File: config.mk
export PLATFORM = sky130hd
export DESIGN_NAME = mlp_eval_sequencer
export DESIGN_NICKNAME = d
export VERILOG_FILES = /design/src/rtl/mlp_eval_sequencer.sv
export SDC_FILE = /design/constraint.sdc
export NUM_CORES = 1
export LEC_CHECK = 0
export CORE_MARGIN = 3
export CORE_UTILIZATION = 45
export CTS_CLUSTER_DIAMETER = 100
export DETAILED_ROUTE_END_ITERATION = 10
export GPL_TIMING_DRIVEN = 0
export PLACE_DENSITY = 0.76
export SLEW_MARGIN = 20
export SYNTH_ARGS = -nofsm -noshare
export SYNTH_HDL_FRONTEND = slang
export SYNTH_SLANG_ARGS = --single-unit
export TNS_END_PERCENT = 50
File: constraint.sdc
create_clock -name clk -period 5.3 [get_ports clk]
set_input_delay 1.06 -clock clk [delete_from_list [all_inputs] [get_ports clk]]
set_output_delay 1.06 -clock clk [all_outputs]
set_load 0.01 [all_outputs]
File: src/rtl/mlp_eval_sequencer.sv
// Evaluation sequencer for the MLP core. It issues classification jobs, waits for
// each result with a timeout, checks it against label memory and counts hits.
module mlp_eval_sequencer #(
    parameter int             IDX_W       = 10,
    parameter int             NUM_SAMPLES = 750,
    parameter int             CLS_W       = 4,
    parameter int             CNT_W       = 16,
    parameter int             TIMEOUT     = 255,
    parameter logic [IDX_W-1:0] LFSR_SEED = IDX_W'(1)
) (
    input  logic             clk,
    input  logic             rst,
    input  logic             go,
    input  logic             abort,
    input  logic             mode,
    input  logic [IDX_W-1:0] base_idx,
    input  logic [CNT_W-1:0] num_tests,
    output logic             mlp_rst,
    output logic             mlp_start,
    output logic [IDX_W-1:0] test_num,
    input  logic [CLS_W-1:0] mlp_out,
    input  logic             mlp_done,
    output logic             label_rd,
    input  logic [CLS_W-1:0] label,
    output logic             busy,
    output logic             finished,
    output logic [CNT_W-1:0] tested_cnt,
    output logic [CNT_W-1:0] correct_cnt,
    output logic [CNT_W-1:0] timeout_cnt
);

    // Maximal-length tap masks for a shift-left Fibonacci LFSR.
    function automatic logic [IDX_W-1:0] lfsr_taps();
        logic [31:0] m;
        case (IDX_W)
            2:       m = 32'h0003;
            3:       m = 32'h0006;
            4:       m = 32'h000C;
            5:       m = 32'h0014;
            6:       m = 32'h0030;
            7:       m = 32'h0060;
            8:       m = 32'h00B8;
            9:       m = 32'h0110;
            10:      m = 32'h0240;
            11:      m = 32'h0500;
            12:      m = 32'h0829;
            13:      m = 32'h100D;
            14:      m = 32'h2015;
            15:      m = 32'h6000;
            16:      m = 32'hD008;
            default: m = 32'h0240;
        endcase
        return m[IDX_W-1:0];
    endfunction

    localparam int               TW       = (TIMEOUT > 1) ? $clog2(TIMEOUT) : 1;
    localparam logic [TW-1:0]    TO_LAST  = TW'(TIMEOUT - 1);
    localparam logic [IDX_W-1:0] TAPS     = lfsr_taps();
    localparam logic [IDX_W-1:0] LAST_IDX = IDX_W'(NUM_SAMPLES - 1);
    localparam logic [IDX_W:0]   NS_EXT   = (IDX_W + 1)'(NUM_SAMPLES);

    typedef enum logic [2:0] {
        S_IDLE,
        S_PICK,
        S_CLR,
        S_ISSUE,
        S_WAIT,
        S_CMP,
        S_FIN
    } state_t;

    state_t state, state_nxt;

    logic [CNT_W-1:0] num_lat;
    logic             mode_lat;
    logic [IDX_W-1:0] ptr;
    logic [IDX_W-1:0] lfsr;
    logic [IDX_W-1:0] lfsr_nxt;
    logic             lfsr_ok;
    logic [TW-1:0]    wait_ctr;
    logic [CLS_W-1:0] captured;
    logic             timed_out;
    logic [CNT_W-1:0] tested_inc;
    logic             wait_expired;

    assign lfsr_nxt     = {lfsr[IDX_W-2:0], ^(lfsr & TAPS)};
    assign lfsr_ok      = {1'b0, lfsr_nxt} < NS_EXT;
    assign tested_inc   = tested_cnt + CNT_W'(1);
    assign wait_expired = (wait_ctr == TO_LAST);

    always_ff @(posedge clk or posedge rst) begin
        if (rst) state <= S_IDLE;
        else     state <= state_nxt;
    end

    always_comb begin
        state_nxt = state;
        if (abort) begin
            state_nxt = S_IDLE;
        end else begin
            case (state)
                S_IDLE, S_FIN: begin
                    if (go) state_nxt = (num_tests == '0) ? S_FIN : S_PICK;
                end
                S_PICK:  if (!mode_lat || lfsr_ok) state_nxt = S_CLR;
                S_CLR:   state_nxt = S_ISSUE;
                S_ISSUE: state_nxt = S_WAIT;
                S_WAIT:  if (mlp_done || wait_expired) state_nxt = S_CMP;
                S_CMP:   state_nxt = (tested_inc == num_lat) ? S_FIN : S_PICK;
                default: state_nxt = S_IDLE;
            endcase
        end
    end

    assign mlp_rst   = (state == S_CLR);
    assign mlp_start = (state == S_ISSUE);
    assign label_rd  = (state == S_CMP);
    assign finished  = (state == S_FIN);
    assign busy      = (state != S_IDLE) && (state != S_FIN);

    // Abort freezes the datapath so counters keep their mid-run values.
    always_ff @(posedge clk or posedge rst) begin
        if (rst) begin
            num_lat     <= '0;
            mode_lat    <= 1'b0;
            ptr         <= '0;
            lfsr        <= LFSR_SEED;
            test_num    <= '0;
            wait_ctr    <= '0;
            captured    <= '0;
            timed_out   <= 1'b0;
            tested_cnt  <= '0;
            correct_cnt <= '0;
            timeout_cnt <= '0;
        end else if (!abort) begin
            case (state)
                S_IDLE, S_FIN: begin
                    if (go) begin
                        num_lat     <= num_tests;
                        mode_lat    <= mode;
                        ptr         <= base_idx;
                        tested_cnt  <= '0;
                        correct_cnt <= '0;
                        timeout_cnt <= '0;
                    end
                end
                S_PICK: begin
                    if (!mode_lat) begin
                        test_num <= ptr;
                        ptr      <= (ptr == LAST_IDX) ? '0 : ptr + IDX_W'(1);
                    end else begin
                        lfsr <= lfsr_nxt;
                        if (lfsr_ok) test_num <= lfsr_nxt;
                    end
                end
                S_ISSUE: begin
                    wait_ctr  <= '0;
                    timed_out <= 1'b0;
                end
                S_WAIT: begin
                    if (mlp_done) begin
                        captured <= mlp_out;
                    end else if (wait_expired) begin
                        timed_out <= 1'b1;
                    end else begin
                        wait_ctr <= wait_ctr + TW'(1);
                    end
                end
                S_CMP: begin
                    tested_cnt <= tested_inc;
                    if (timed_out)              timeout_cnt <= timeout_cnt + CNT_W'(1);
                    else if (captured == label) correct_cnt <= correct_cnt + CNT_W'(1);
                end
                default: ;
            endcase
        end
    end

endmodule
==> qor.yml <==
run_status:
  status: "finished clean"
synthesis:
  syn_inst: 695
  syn_nets: 742
  synth_edf_count: 0
  synth_flop_cell: "dfrtp_1"
  ys_warn_count: 0
  synth-async-reset-ratio_pct: 100
  yosysUniqueCellTypes: 69
  syn_area_sq_um: 6190
  syn_area_per_cell_sq_um: 8.90
  yosysSeqAreaShare_pct: 44.9
  synth_seq_cells: 111
timing:
  fin_tns_setup_ps: 0
  skew_ps: 6.51
  maxSlewViolCount: 0
  fin_crit_sh_pct: 58.8
  min_period_ps: 3120
  relSlewSlack_pct: 49.3
  hold_viol: 0
  fmax_ghz: 0.321
  finalSetupViolCount: 0
  worstMarginPinSlew_ps: 760
  rsz0062_at_grt: "no"
die:
  row_count: 42
  start_util_pct: 46.4
  coreArea_sq_um: 13300
  die_h_microns: 123
  dieArea_sq_um: 15200
  die_x_microns: 123
  io_pins: 103
pwr:
  power_density_nw_per_um2: 301
  p_leak_nw: 3.32
  p_total_mw: 2.34
  ir_drop_mv: 0.198
grt:
  overflow: 0
  grt_pass1_vias: 5216
  grtUsageTotal_pct: 21.1
  grt_pass1_wl_microns: 25400
  grt_start_max_net_pins: 78
  antenna_found_initial: 0
final_layout:
  area_growth_pct: 25.6
  drive_gt1_share_pct: 6.54
  n_fill_cell: 1207
  nets: 856
  multi_input_area_sq_um: 3170
  ff_latch_area_sq_um: 2780
  antenna_cells: 0
job:
  maxCapViolCount: 0
setup_path:
  cpLargestDelayFamily: "simple AND/OR/NAND/NOR gates"
  cp.arrival_ps: 3390
  crit_path_end_kind: "register"
  cp.depth: 7
  slowest_delay_ps: 640
  crit_required_ps: 5570
  crit_path_start_kind: "primary input"
  worst-path-buf-inv: 1
  crit_type: "primary input to register"
  cp_slowest_cell: "clkdlybuf4s50_1"
  reg2reg_depth: 8
  worstPathCellList: "clkdlybuf4s50_1 -> nor2b_1 -> nand2_2 -> a21o_1 -> or3_4 -> or4_1 -> a21oi_1"
  crit_path_max_fanout: 8
clocking:
  clockBufferDepth: 2
  h-tree-depth: 3
  cts_buffers: 9
  cts.repair.resized: 0
  clk_pin_slew_ps: 70
  cts.sinks: 111
  cts_tree: "yes"
  cts_hold_buf: 0
  clk_latency_ps: 350
  cts_root_buf: "clkbuf_16"
  post_cts_buffers: 0
worst_hold_path:
  hold_class: "register to register"
  hold_depth: 2
detailed_routing:
  post_drt_via_cell_ratio: 5.52
  drt_iter0_drc: 329
  vias: 5448
  drcViolationCount: 0
  ant_nets: 0
  drt_first_pass_iters: 5
  finalWirelength_microns: 15500
  wl_per_cell_microns: 15.7
placement:
  dpl.hpwl_microns: 11300
  gp_congestion: 0.940
  portBuffers: 102
-- per-layer routing --
layer / vias to the layer above / wire (microns) / track usage [%] / share of wire [%]
met3: 22 / 805 / 3.61 / 5.2
met2: 143 / 7350 / 33.3 / 47
li1: 2668 / - / - / -
met5: - / 0 / 0 / 0
met1: 2615 / 7050 / 28.9 / 45
met4: 0 / 312 / 8.30 / 2.0
-- sequential cells by signal, indices dropped and copies added, names as in the netlist, 3 cells and up --
name	count
correct_cnt	16
num_lat	16
tested_cnt	16
timeout_cnt	16
lfsr	10
ptr	10
test_num	10
wait_ctr	8
captured	4
state	3
-- where the power goes --
part	internal (mW)	switching, mW	leakage (nW)
logic	0.261	0.272	1.70
registers	0.968	0.116	1.47
clock network	0.421	0.300	0.151
total	1.65	0.689	3.32
-- area by class of cell --
| cell class | count | share of cell area, % |
|---|---|---|
| repair buffers | 103 | 13.5 |
| inverters | 20 | 1.03 |
| multi-input cells | 524 | 40.9 |
| flip-flops and latches | 111 | 35.8 |
| clock inverters | 3 | 0.886 |
| plain buffers | 40 | 2.06 |
| clock buffers | 10 | 3.08 |
| well taps | 176 | 2.83 |
-- metrics by stage --
stage	setup WS (ps)	cells	instance area [sq um]	utilization [%]	hold WS, ps
global placement	-385	973	7430	55.7	482
global route	2040	987	7770	58.2	532
detailed placement	1840	974	7460	55.9	491
floorplan	1310	695	6190	-	455
CTS	2190	987	7770	58.2	509
finish	2180	987	7770	58.2	505
-- worst register-to-register path: cells and delay by family, from the launching register on --
family / cells / cell delay, ps
AO/OA/AOI/OAI: 1 / 360
XOR/XNOR: 1 / 130
adder cells (fa/ha/maj): 1 / 220
buffers and inverters: 1 / 350
flip-flops: 1 / 510
AND/OR/NAND/NOR: 4 / 1150
-- cells by family after synthesis --
group / Yosys count / share of synthesized area [%]
AOI/OAI and AO/OA: 152 / 14.9
muxes: 26 / 4.49
xor gates and xnor gates: 47 / 6.65
buffers and inverters: 60 / 3.80
and+or+nand+nor: 292 / 23.9
adders and majority gates: 7 / 1.42
DFF: 111 / 44.9
-- cells in the mapped netlist, drive strengths merged, types with 2 or more instances --
cell type  count  share of area (%)
mux2i         12                1.9
a21oi         45                3.6
nor3          11                1.2
o21ai         58                4.7
a211oi         4               0.49
nand2         91                5.6
buf            9               0.69
mux2          14                2.5
o41ai          3               0.42
o22ai          4               0.40
nor4b          3               0.42
a31oi          5               0.51
o21bai         3               0.36
xor2          19                2.7
and3          13                1.3
or4            3               0.36
a221o          2               0.32
a21o           2               0.24
a31o           3               0.42
ha             7                1.4
xnor2         28                4.0
a2111oi        3               0.55
o211a          2               0.32
and2           2               0.20
nor2b          6               0.61
and3b          3               0.42
and4           3               0.42
nor3b          7               0.85
and4b          2               0.32
o31ai          5               0.61
dfrtp        110                 44
nand3         28                2.3
nor4           9                1.3
nand4         13                1.6
inv           20                1.2
or3           11                1.2
or2            2               0.20
clkbuf        31                1.9
nor2          75                4.6
nand2b         6               0.61
nand3b         2               0.24
a22oi          3               0.36
-- path summary, 6_finish.rpt --
path	start	endpoint	slack, ps
hold reg to reg	num_lat[5]$_DFFE_PP0P_	num_lat[5]$_DFFE_PP0P_	510
hold / removal	num_lat[5]$_DFFE_PP0P_	num_lat[5]$_DFFE_PP0P_	510
max in group asynchronous	rst	timed_out$_DFFE_PP0P_	3550
min in group asynchronous	rst	test_num[0]$_DFFE_PP0P_	1070
setup reg to reg	tested_cnt[0]$_DFFE_PP0P_	state[0]$_DFFE_PP0P_	2470
setup / recovery	go	correct_cnt[15]$_DFFE_PP0P_	2180
-- cell usage in the layout, fill, tap and decap left out, types with 9 or more instances in the layout --
master	Yosys	layout
xnor2_1	28	28
dfrtp_1	110	110
nor3_1	9	9
mux2i_1	12	12
nand3_1	28	28
xor2_1	19	19
nand2_1	90	90
nor2_1	74	74
inv_1	20	19
clkbuf_16	0	9
o21ai_0	56	56
and3_1	13	13
or3_1	10	10
mux2_2	14	14
nand4_1	12	12
clkdlybuf4s50_1	0	102
a21oi_1	45	45
clkbuf_1	30	30
Power figures use the tool's default switching activity.
